### src/rtl/mem_ctrl_if.sv
`default_nettype none
// ============================================================================
//  Module      : mem_ctrl_if
//  Description : Bundle of the fetch, load/store and byte-RAM signals of
//                mem_ctrl. The slave modport is the controller's view; the
//                master modport is the requester/RAM side.
//  Revision    : 1.0 - initial release
// ============================================================================
interface mem_ctrl_if;
    // Fetch requester
    logic        if_req;
    logic [16:0] if_addr_i;
    logic [31:0] if_data_o;
    logic        if_data_valid_o;
    // Load/store requester
    logic [1:0]  mem_read_req_i;
    logic [1:0]  mem_write_req_i;
    logic [16:0] mem_addr_i;
    logic [31:0] mem_wdata_i;
    logic [31:0] mem_data_o;
    logic        mem_data_enable_o;
    // Byte-wide RAM
    logic        ram_rw_o;
    logic [16:0] ram_addr_o;
    logic [7:0]  ram_dout_o;
    logic [7:0]  ram_din_i;

    modport slave (
        input  if_req, if_addr_i,
        output if_data_o, if_data_valid_o,
        input  mem_read_req_i, mem_write_req_i, mem_addr_i, mem_wdata_i,
        output mem_data_o, mem_data_enable_o,
        output ram_rw_o, ram_addr_o, ram_dout_o,
        input  ram_din_i
    );

    modport master (
        output if_req, if_addr_i,
        input  if_data_o, if_data_valid_o,
        output mem_read_req_i, mem_write_req_i, mem_addr_i, mem_wdata_i,
        input  mem_data_o, mem_data_enable_o,
        input  ram_rw_o, ram_addr_o, ram_dout_o,
        output ram_din_i
    );
endinterface
`default_nettype wire

### src/rtl/mem_ctrl.sv
`default_nettype none
// ============================================================================
//  Module      : mem_ctrl
//  Description : Arbitrates a fetch port and a load/store port onto a
//                byte-wide synchronous RAM, splitting 1/2/4-byte accesses
//                into byte transfers and assembling read data little-endian.
//  Revision    : 1.0 - initial release
// ============================================================================
module mem_ctrl (
    input  wire logic clk,
    input  wire logic rst,      // synchronous, active-low
    mem_ctrl_if.slave bus
);

    typedef enum logic [1:0] {
        ST_IDLE = 2'd0,
        ST_RD   = 2'd1,
        ST_WR   = 2'd2,
        ST_DONE = 2'd3
    } state_t;

    state_t      state_q, state_d;
    logic [16:0] base_q, base_d;
    logic [2:0]  n_q, n_d;
    logic [2:0]  cnt_q, cnt_d;
    logic        owner_if_q, owner_if_d;
    logic [31:0] wdata_q, wdata_d;
    logic [31:0] asm_q, asm_d;

    logic [31:0] if_data_q, if_data_d;
    logic        if_valid_q, if_valid_d;
    logic [31:0] mem_data_q, mem_data_d;
    logic        mem_en_q, mem_en_d;
    logic        ram_rw_q, ram_rw_d;
    logic [16:0] ram_addr_q, ram_addr_d;
    logic [7:0]  ram_dout_q, ram_dout_d;

    logic [2:0]  cnt_next;
    logic [16:0] next_addr;
    logic [4:0]  cap_idx;
    logic [4:0]  wr_idx;
    logic        more_bytes;

    // Size code to byte count; code 00 never reaches here.
    function automatic logic [2:0] size_to_n(input logic [1:0] sz);
        case (sz)
            2'b01:   size_to_n = 3'd1;
            2'b10:   size_to_n = 3'd2;
            default: size_to_n = 3'd4;
        endcase
    endfunction

    // Helpers: next byte address (wraps mod 2^17), capture/store byte lanes.
    always_comb begin
        cnt_next   = cnt_q + 3'd1;
        next_addr  = base_q + {14'd0, cnt_next};
        cap_idx    = {cnt_q[1:0] - 2'd1, 3'b000};   // lane of the byte returning now
        wr_idx     = {cnt_next[1:0], 3'b000};       // lane of the next byte to store
        more_bytes = (cnt_next < n_q);
    end

    // Next-state and registered-output computation.
    always_comb begin
        state_d    = state_q;
        base_d     = base_q;
        n_d        = n_q;
        cnt_d      = cnt_q;
        owner_if_d = owner_if_q;
        wdata_d    = wdata_q;
        asm_d      = asm_q;
        if_data_d  = if_data_q;
        mem_data_d = mem_data_q;
        if_valid_d = 1'b0;
        mem_en_d   = 1'b0;
        ram_rw_d   = 1'b0;
        ram_addr_d = 17'd0;
        ram_dout_d = 8'd0;

        case (state_q)
            ST_IDLE: begin
                if (bus.mem_write_req_i != 2'b00) begin
                    state_d    = ST_WR;
                    base_d     = bus.mem_addr_i;
                    n_d        = size_to_n(bus.mem_write_req_i);
                    cnt_d      = 3'd0;
                    owner_if_d = 1'b0;
                    wdata_d    = bus.mem_wdata_i;
                    ram_rw_d   = 1'b1;
                    ram_addr_d = bus.mem_addr_i;
                    ram_dout_d = bus.mem_wdata_i[7:0];
                end else if (bus.mem_read_req_i != 2'b00) begin
                    state_d    = ST_RD;
                    base_d     = bus.mem_addr_i;
                    n_d        = size_to_n(bus.mem_read_req_i);
                    cnt_d      = 3'd0;
                    owner_if_d = 1'b0;
                    asm_d      = 32'd0;
                    ram_addr_d = bus.mem_addr_i;
                end else if (bus.if_req) begin
                    state_d    = ST_RD;
                    base_d     = bus.if_addr_i;
                    n_d        = 3'd4;
                    cnt_d      = 3'd0;
                    owner_if_d = 1'b1;
                    asm_d      = 32'd0;
                    ram_addr_d = bus.if_addr_i;
                end
            end

            // cnt counts RD cycles; byte cnt-1 is on ram_din_i because the
            // RAM answers one cycle after its address.
            ST_RD: begin
                if (cnt_q != 3'd0) begin
                    asm_d[cap_idx +: 8] = bus.ram_din_i;
                end
                if (more_bytes) begin
                    ram_addr_d = next_addr;
                end
                if (cnt_q == n_q) begin
                    state_d = ST_DONE;
                    if (owner_if_q) begin
                        if_data_d  = asm_d;
                        if_valid_d = 1'b1;
                    end else begin
                        mem_data_d = asm_d;
                        mem_en_d   = 1'b1;
                    end
                end
                cnt_d = cnt_next;
            end

            ST_WR: begin
                if (more_bytes) begin
                    ram_rw_d   = 1'b1;
                    ram_addr_d = next_addr;
                    ram_dout_d = wdata_q[wr_idx +: 8];
                    cnt_d      = cnt_next;
                end else begin
                    state_d    = ST_DONE;
                    mem_en_d   = 1'b1;
                    mem_data_d = 32'd0;
                end
            end

            // One-cycle completion; requests are not sampled here.
            ST_DONE: state_d = ST_IDLE;

            default: state_d = ST_IDLE;
        endcase
    end

    // State and output registers with synchronous active-low reset.
    always_ff @(posedge clk) begin
        if (!rst) begin
            state_q    <= ST_IDLE;
            base_q     <= 17'd0;
            n_q        <= 3'd0;
            cnt_q      <= 3'd0;
            owner_if_q <= 1'b0;
            wdata_q    <= 32'd0;
            asm_q      <= 32'd0;
            if_data_q  <= 32'd0;
            if_valid_q <= 1'b0;
            mem_data_q <= 32'd0;
            mem_en_q   <= 1'b0;
            ram_rw_q   <= 1'b0;
            ram_addr_q <= 17'd0;
            ram_dout_q <= 8'd0;
        end else begin
            state_q    <= state_d;
            base_q     <= base_d;
            n_q        <= n_d;
            cnt_q      <= cnt_d;
            owner_if_q <= owner_if_d;
            wdata_q    <= wdata_d;
            asm_q      <= asm_d;
            if_data_q  <= if_data_d;
            if_valid_q <= if_valid_d;
            mem_data_q <= mem_data_d;
            mem_en_q   <= mem_en_d;
            ram_rw_q   <= ram_rw_d;
            ram_addr_q <= ram_addr_d;
            ram_dout_q <= ram_dout_d;
        end
    end

    assign bus.if_data_o         = if_data_q;
    assign bus.if_data_valid_o   = if_valid_q;
    assign bus.mem_data_o        = mem_data_q;
    assign bus.mem_data_enable_o = mem_en_q;
    assign bus.ram_rw_o          = ram_rw_q;
    assign bus.ram_addr_o        = ram_addr_q;
    assign bus.ram_dout_o        = ram_dout_q;

endmodule
`default_nettype wire

### src/flat_wrapper.sv
// flat-port wrapper written by rule: the top's interface ports become plain ports
module mem_ctrl_flat 
  (clk, rst, bus_if_req, bus_if_addr_i, bus_if_data_o, bus_if_data_valid_o, bus_mem_read_req_i, bus_mem_write_req_i, bus_mem_addr_i, bus_mem_wdata_i, bus_mem_data_o, bus_mem_data_enable_o, bus_ram_rw_o, bus_ram_addr_o, bus_ram_dout_o, bus_ram_din_i);
  mem_ctrl_if bus_i ();
  input  wire logic clk;
  input  wire logic rst;
  input wire logic [$bits(bus_i.if_req)-1:0] bus_if_req;
  input wire logic [$bits(bus_i.if_addr_i)-1:0] bus_if_addr_i;
  output wire logic [$bits(bus_i.if_data_o)-1:0] bus_if_data_o;
  output wire logic [$bits(bus_i.if_data_valid_o)-1:0] bus_if_data_valid_o;
  input wire logic [$bits(bus_i.mem_read_req_i)-1:0] bus_mem_read_req_i;
  input wire logic [$bits(bus_i.mem_write_req_i)-1:0] bus_mem_write_req_i;
  input wire logic [$bits(bus_i.mem_addr_i)-1:0] bus_mem_addr_i;
  input wire logic [$bits(bus_i.mem_wdata_i)-1:0] bus_mem_wdata_i;
  output wire logic [$bits(bus_i.mem_data_o)-1:0] bus_mem_data_o;
  output wire logic [$bits(bus_i.mem_data_enable_o)-1:0] bus_mem_data_enable_o;
  output wire logic [$bits(bus_i.ram_rw_o)-1:0] bus_ram_rw_o;
  output wire logic [$bits(bus_i.ram_addr_o)-1:0] bus_ram_addr_o;
  output wire logic [$bits(bus_i.ram_dout_o)-1:0] bus_ram_dout_o;
  input wire logic [$bits(bus_i.ram_din_i)-1:0] bus_ram_din_i;
  assign bus_i.if_req = bus_if_req;
  assign bus_i.if_addr_i = bus_if_addr_i;
  assign bus_if_data_o = bus_i.if_data_o;
  assign bus_if_data_valid_o = bus_i.if_data_valid_o;
  assign bus_i.mem_read_req_i = bus_mem_read_req_i;
  assign bus_i.mem_write_req_i = bus_mem_write_req_i;
  assign bus_i.mem_addr_i = bus_mem_addr_i;
  assign bus_i.mem_wdata_i = bus_mem_wdata_i;
  assign bus_mem_data_o = bus_i.mem_data_o;
  assign bus_mem_data_enable_o = bus_i.mem_data_enable_o;
  assign bus_ram_rw_o = bus_i.ram_rw_o;
  assign bus_ram_addr_o = bus_i.ram_addr_o;
  assign bus_ram_dout_o = bus_i.ram_dout_o;
  assign bus_i.ram_din_i = bus_ram_din_i;
  mem_ctrl u_core (.clk(clk), .rst(rst), .bus(bus_i));
endmodule
### config.mk
export PLATFORM = sky130hd
export DESIGN_NAME = mem_ctrl_flat
export DESIGN_NICKNAME = d
export VERILOG_FILES = /design/src/rtl/mem_ctrl_if.sv /design/src/rtl/mem_ctrl.sv /design/src/flat_wrapper.sv
export SDC_FILE = /design/constraint.sdc
export NUM_CORES = 1
export LEC_CHECK = 0
export ABC_AREA = 1
export BUFFER_PORTS_ARGS = -buffer_cell sky130_fd_sc_hd__buf_4
export CAP_MARGIN = 20
export CORE_UTILIZATION = 49
export DETAILED_ROUTE_END_ITERATION = 10
export HOLD_SLACK_MARGIN = 0.02
export PLACE_DENSITY_LB_ADDON = 0.25
export SKIP_LAST_GASP = 1
export SLEW_MARGIN = 10
export SYNTH_ARGS = -nofsm -noshare
export SYNTH_HDL_FRONTEND = slang
export SYNTH_SLANG_ARGS = --single-unit
### constraint.sdc
create_clock -name clk -period 2.4 [get_ports clk]
set_clock_uncertainty 0.1 [all_clocks]
set_input_delay 0.12 -clock clk [delete_from_list [all_inputs] [get_ports clk]]
set_output_delay 0.12 -clock clk [all_outputs]
set_load 0.005 [all_outputs]
## Word level (Yosys, flattened, before mapping)

Cells that the tools add are included.
W data, S select, Z words.

- Latch bits: 0
- Flip-flop bits (word level): 182
- Memory bits (writable): 0
- Input port bits: 81
- Logic and storage cells: 102
- Output and inout port bits: 92
- Memories kept: 0
- Bits in read-only memories: 0

- Bitwise logic cells: 0
- Multiplexer cells: 48
- Add/sub/neg operators: 4
- Reductions and logical operators: 17
- Eq/ne operators: 15
- Div/mod/pow operators: 0
- Shift operators: 3
- $lt $le $gt $ge: 1
- Multiply operators: 0

Operators with widths:

| cell | count |
|---|---|
| $mux W32 | 7 |
| $pmux W32 S2 | 2 |
| $mux W17 | 7 |
| $pmux W17 S2 | 1 |
| $bwmux W32 | 1 |
| $shift A8 B7 Y32 const A | 1 |
| $shiftx A32 B6 Y8 | 1 |
| $shiftx A8 B7 Y32 | 1 |
| $mux W3 | 7 |
| $add A17 B3 Y17 | 1 |
| $mux W8 | 2 |
| $pmux W8 S2 | 1 |
| $reduce_and A3 Y1 | 5 |
| $pmux W3 S2 | 2 |
| $mux W2 | 5 |
| $mux W1 | 9 |
| $pmux W3 S3 | 1 |
| $reduce_bool A3 Y1 | 3 |
| $eq A2 B2 Y1 const B | 4 |
| $pmux W2 S4 | 1 |
| $reduce_bool A2 Y1 | 4 |
| $neg A5 Y7 | 1 |
| $eq A2 B1 Y1 const B | 3 |
| $ne A2 B2 Y1 const B | 3 |
| 12 further kinds | 15 |

## Longest topological paths before layout

- Depth in word-level cells: 8
- Gate-level depth with buffers: 12

## Worst setup path before layout

No wires, ideal clock.

- Path kind: register to register
- Start: reg u_core.cnt_q[0]
- End: reg u_core.ram_addr_q[10] (netlist: u_core.bus.ram_addr_o[10])
- Arrival: 2.172 ns
- Path buffers: 0
- Clock period less this slack: 2.404 ns
- Slack: -0.004 ns
- Stages on the path, launching flop included: 13
- Path through: dfxtp_1 > inv_2 > ha_1 > inv_1 > fa_1 > inv_1 > nand3_1 > nand2_1 > nand2_1 > inv_1 > nand3_1 > nand3_1 > a21oi_1

- Cells in the longest elaborated chain, start to end: 4

RTL lines:

| item | line | text |
|---|---|---|
| start, declared | mem_ctrl.sv:25 | `logic [2:0] cnt_q, cnt_d;` |
| start signal, assigned | mem_ctrl.sv:173 | `cnt_q <= cnt_d;` |
| $add A3 B1 Y3 (*) | mem_ctrl.sv:55 | `cnt_next = cnt_q + 3'd1;` |
| $add A17 B3 Y17 or $lt A3 B3 Y1 (tied branches) | mem_ctrl.sv:56, mem_ctrl.sv:59 |  |
| $mux W17 (*) | mem_ctrl.sv:116, mem_ctrl.sv:133 |  |
| $pmux W17 S2 (*) | mem_ctrl.sv:79 | `case (state_q)` |
| end signal, assigned | mem_ctrl.sv:182 | `ram_addr_q <= ram_addr_d;` |
| end, declared | mem_ctrl.sv:35 | `logic [16:0] ram_addr_q, ram_addr_d;` |

Every way passes the cells marked *; elsewhere a longest branch is shown, timed or not.
A chain may end at the register's enable or synchronous reset.

## Worst setup path after layout

- Start: reg u_core.cnt_q[0]
- End: reg u_core.mem_data_q[17] (netlist: u_core.bus.mem_data_o[17])

- Cells in the longest elaborated chain, start to end: 8

RTL lines:

| item | line | text |
|---|---|---|
| $sub A2 B1 Y2 | mem_ctrl.sv:57 | `cap_idx = {cnt_q[1:0] - 2'd1, 3'b000};` |
| $neg A5 Y7 | mem_ctrl.sv:114 | `asm_d[cap_idx +: 8] = bus.ram_din_i;` |
| $shiftx A8 B7 Y32 or $shift A8 B7 Y32 (tied branches) | mem_ctrl.sv:114 |  |
| $bwmux W32 | mem_ctrl.sv:114 |  |
| $mux W32 | mem_ctrl.sv:113 | `if (cnt_q != 3'd0) begin` |
| $mux W32 | mem_ctrl.sv:121 | `if (owner_if_q) begin` |
| $mux W32 | mem_ctrl.sv:119 | `if (cnt_q == n_q) begin` |
| $pmux W32 S2 | mem_ctrl.sv:79 |  |
| end signal, assigned | mem_ctrl.sv:179 | `mem_data_q <= mem_data_d;` |
| end, declared | mem_ctrl.sv:32 | `logic [31:0] mem_data_q, mem_data_d;` |

Several ways; a longest one is shown, not always the timed one. The select of a mux whose other input is x is not followed.

==> results.yml <==
hold_path:
  hp-class: "in2reg"
  worstHoldStart: "bus_mem_addr_i[3]"
synthesis:
  syn_area_per_cell_um2: 7.07
  yosys.area_share.simple_pct: 24.9
  synth_top_cell_by_area: "dfxtp_1"
  synth-compound-area-share_pct: 18.1
  synth-xor-area-share_pct: 0.433
  synth.distinct_cells: 32
  synthAdderAreaFrac_pct: 3.80
  synthTopCellsByArea: "dfxtp_1 45%, nand2_1 14%, a21oi_1 10%, nand3_1 5.4%, o21ai_0 5.1%"
  synth_seq_cells: 182
  syn_nets: 1250
  yosysSeqAreaShare_pct: 45.0
  synth_mux_area_share_pct: 0
  synth_top_family_by_area: "simple AND/OR/NAND/NOR gates"
  yosys_warnings: 0
  synth_area_um2: 8090
  synthCells: 1145
  synth_top_area_share_pct: 45.0
global_routing:
  gr-total-overflow: 0
  grt_max_degree: 66
  grt_usage_pct: 27.3
  antenna_found_initial: 0
  grt_pass1_vias: 7571
  grt_pass1_wl_um: 36300
worst_setup_path:
  cp_num_buf_inv: 2
  worstPathRequired_ps: 2660
  cp-start-kind: "flop"
  r2r_start: "u_core.cnt_q[0]$_SDFFE_PN0P_"
  cp_max_fo: 8
  cp-end-kind: "flop"
  crit_end: "u_core.bus.mem_data_o[17]$_SDFFE_PN0P_"
  reg2reg_to: "u_core.bus.mem_data_o[17]$_SDFFE_PN0P_"
  worstSetupPathDepth: 12
  max_stage_delay_ps: 340
  critical-path-top-delay-family: "simple AND/OR/NAND/NOR gates"
  r2r_slack_ps: 50
  worstSetupPathType: "reg2reg"
  worstPathArrival_ps: 2600
  r2r_cells: 12
  path_cells: "ha_1, or2_2, nand2_2, ha_1, a21oi_1, nand2_1, inv_1, nand2_4, nand2_8, buf_6, nand2_1, a21oi_1"
  crit_start: "u_core.cnt_q[0]$_SDFFE_PN0P_"
  critical-path-slowest-cell: "dfxtp_2"
route:
  avgRoutedWirePerCell_um: 14.6
  finalWirelength_um: 23400
  routed_via_density: 5.22
  firstDrtPassIters: 5
  drt-met1-wl_um: 10100
  drc: 0
  wl_met2_um: 11400
  vias: 8347
  top_layer_used: "met4"
  ant_nets: 0
  drt_iter0_drc: 635
  dr_wl_met3_um: 1350
placed_design:
  pre_cts_slack_ps: -1.35
  port_buffers: 172
  dp_hpwl_um: 14700
  place.gp.congestion: 0.831
timing:
  fin_setup_tns_ps: 0
  rsz0062_at_grt: "true"
  maxSlewHeadroom_pct: 58.5
  period_share_pct: 97.7
  finalHoldViolations: 0
  tightest_slew_ps: 622
  layout_min_cycle_time_ps: 2350
  setup_viol: 0
  fmax_ghz: 0.426
  worst_slack_ps: 54.7
  hold_ws_ps: 32.7
  slew_viol_final: 0
status:
  status: "finished, final reports clean"
finish:
  final_nets: 1475
  area_growth_pct: 35.5
  num_antenna_cells: 0
  nFillCells: 1363
  drive_gt1_share_pct: 19.0
clocking:
  cts_tree: "built"
  clk_latency_ps: 430
  cts.htree.levels: 4
  cts_buffers: 17
  cts.sinks: 182
  clk_pin_slew_worst_paths_ps: 70
  post_cts_buffers: 0
  clock-root-buffer: "clkbuf_16"
  clockBufferDepth: 2
power_and_ir_drop:
  p_leak_nw: 4.66
  power_density_nw_per_um2: 920
  ir_drop_mv: 0.714
run:
  drv_cap: 0
floorplan:
  fp.dieH_um: 131
  initial_core_util_pct: 50.6
  rows: 46
  top_level_ports: 173
  dieArea_um2: 17000
  core_um2: 16000
  fp.dieW_um: 131
-- logic make-up after synthesis --
| logic type | count (synthesis) |
|---|---|
| buffers and inverters | 157 |
| DFF | 182 |
| AOI/OAI and AO/OA | 282 |
| xor gates and xnor gates | 4 |
| and+or+nand+nor | 496 |
| adders and majority gates | 24 |
-- worst min-delay path by stage --
stage                     cells past startpoint                             endpoint
after CTS                                     5  u_core.bus.ram_addr_o[3]$_SDFF_PN0_
after detailed placement                      3      u_core.wdata_q[26]$_SDFFE_PN0P_
after floorplan                               2       u_core.wdata_q[2]$_SDFFE_PN0P_
after global placement                        3      u_core.wdata_q[27]$_SDFFE_PN0P_
after global routing                          5        u_core.base_q[3]$_SDFFE_PN0P_
final                                         5  u_core.bus.ram_addr_o[3]$_SDFF_PN0_
-- Yosys cell counts --
| library cell | n |
|---|---|
| nand2_1 | 297 |
| dfxtp_1 | 182 |
| a21oi_1 | 165 |
| nor2_1 | 95 |
| inv_1 | 92 |
| nand3_1 | 87 |
| o21ai_0 | 82 |
| clkbuf_1 | 33 |
| buf_2 | 26 |
| ha_1 | 23 |
| o21ai_1 | 13 |
| a22oi_1 | 10 |
| or2_2 | 6 |
| o21bai_1 | 5 |
| inv_2 | 3 |
| nand4_1 | 3 |
| nor2_2 | 3 |
| o211ai_1 | 3 |
| xnor2_1 | 3 |
| a31oi_1 | 2 |
| a211oi_1 | 1 |
| and2_1 | 1 |
| buf_1 | 1 |
| clkbuf_2 | 1 |
| clkinv_1 | 1 |
| fa_1 | 1 |
| nand2_2 | 1 |
| nand3b_1 | 1 |
| nor2_4 | 1 |
| nor3_1 | 1 |
| o21ai_2 | 1 |
| xor2_1 | 1 |
-- metrics by stage --
step	utilization (%)	instance area, um2	power [mW]	cells
3_3_place_gp	60.1	9610	6.81	1499
3_5_place_dp	60.1	9610	6.86	1499
4_1_cts	67.8	10900	9.79	1596
6_report	68.5	11000	10.1	1599
5_1_grt	68.5	11000	10.7	1599
2_1_floorplan	-	8100	5.72	1145
-- layer usage --
| layer | track usage, % | vias up |
|---|---|---|
| li1 | - | 4174 |
| met1 | 34.2 | 3806 |
| met2 | 46.9 | 328 |
| met3 | 5.37 | 39 |
| met4 | 8.72 | 0 |
| met5 | 0 | - |
-- tightest hold or removal path: cells and delay by family --
kind | cells | cell delay (ps)
AND/OR/NAND/NOR | 3 | 210
buffers and inverters | 1 | 110
AO/OA/AOI/OAI | 1 | 80
-- cells in the final DEF (no fill, tap or decap), drive strengths merged, types with 2 or more instances in the layout --
master,instances
a21oi,165
a22oi,10
a31oi,2
buf,200
bufinv,2
clkbuf,24
clkinv,4
clkinvlp,4
dfxtp,182
dlygate4sd3,65
ha,23
inv,96
nand2,298
nand3,87
nand4,3
nor2,99
o211ai,3
o21ai,96
o21bai,5
or2,6
xnor2,3
-- state kept, by name, indices dropped and copies added, names as in the netlist --
name	flops
u_core.asm_q	32
u_core.base_q	17
u_core.bus.if_data_o	32
u_core.bus.if_data_valid_o	1
u_core.bus.mem_data_enable_o	1
u_core.bus.mem_data_o	32
u_core.bus.ram_addr_o	17
u_core.bus.ram_dout_o	8
u_core.bus.ram_rw_o	1
u_core.cnt_q	3
u_core.n_q	3
u_core.owner_if_q	1
u_core.state_q	2
u_core.wdata_q	32
-- report_power, final --
group | internal (mW) | total [mW] | leakage, nW | switching (mW)
clock network | 1.60 | 2.78 | 0.278 | 1.18
logic | 1.37 | 3.66 | 2.90 | 2.29
registers | 3.41 | 3.65 | 1.48 | 0.246
total | 6.38 | 10.1 | 4.66 | 3.71
-- cell type report --
| type | instances | area (um2) | share of cell area [%] |
|---|---|---|---|
| timing repair buffer | 267 | 2220 | 20.3 |
| inverter | 96 | 364 | 3.32 |
| sequential | 182 | 3650 | 33.2 |
| clock inverter | 10 | 121 | 1.11 |
| clock buffer | 22 | 464 | 4.23 |
| tap | 216 | 270 | 2.46 |
| multi-input combinational | 806 | 3880 | 35.4 |
-- what timing repair did --
item,in CTS,in global routing
hold buffers,65,0
gates resized for setup,1,17
endpoints found under the hold margin,76,0
cloned,0,3
endpoints found under the setup margin,11,67
pin swaps,0,2
No activity file was read; power rests on OpenSTA's default activity.
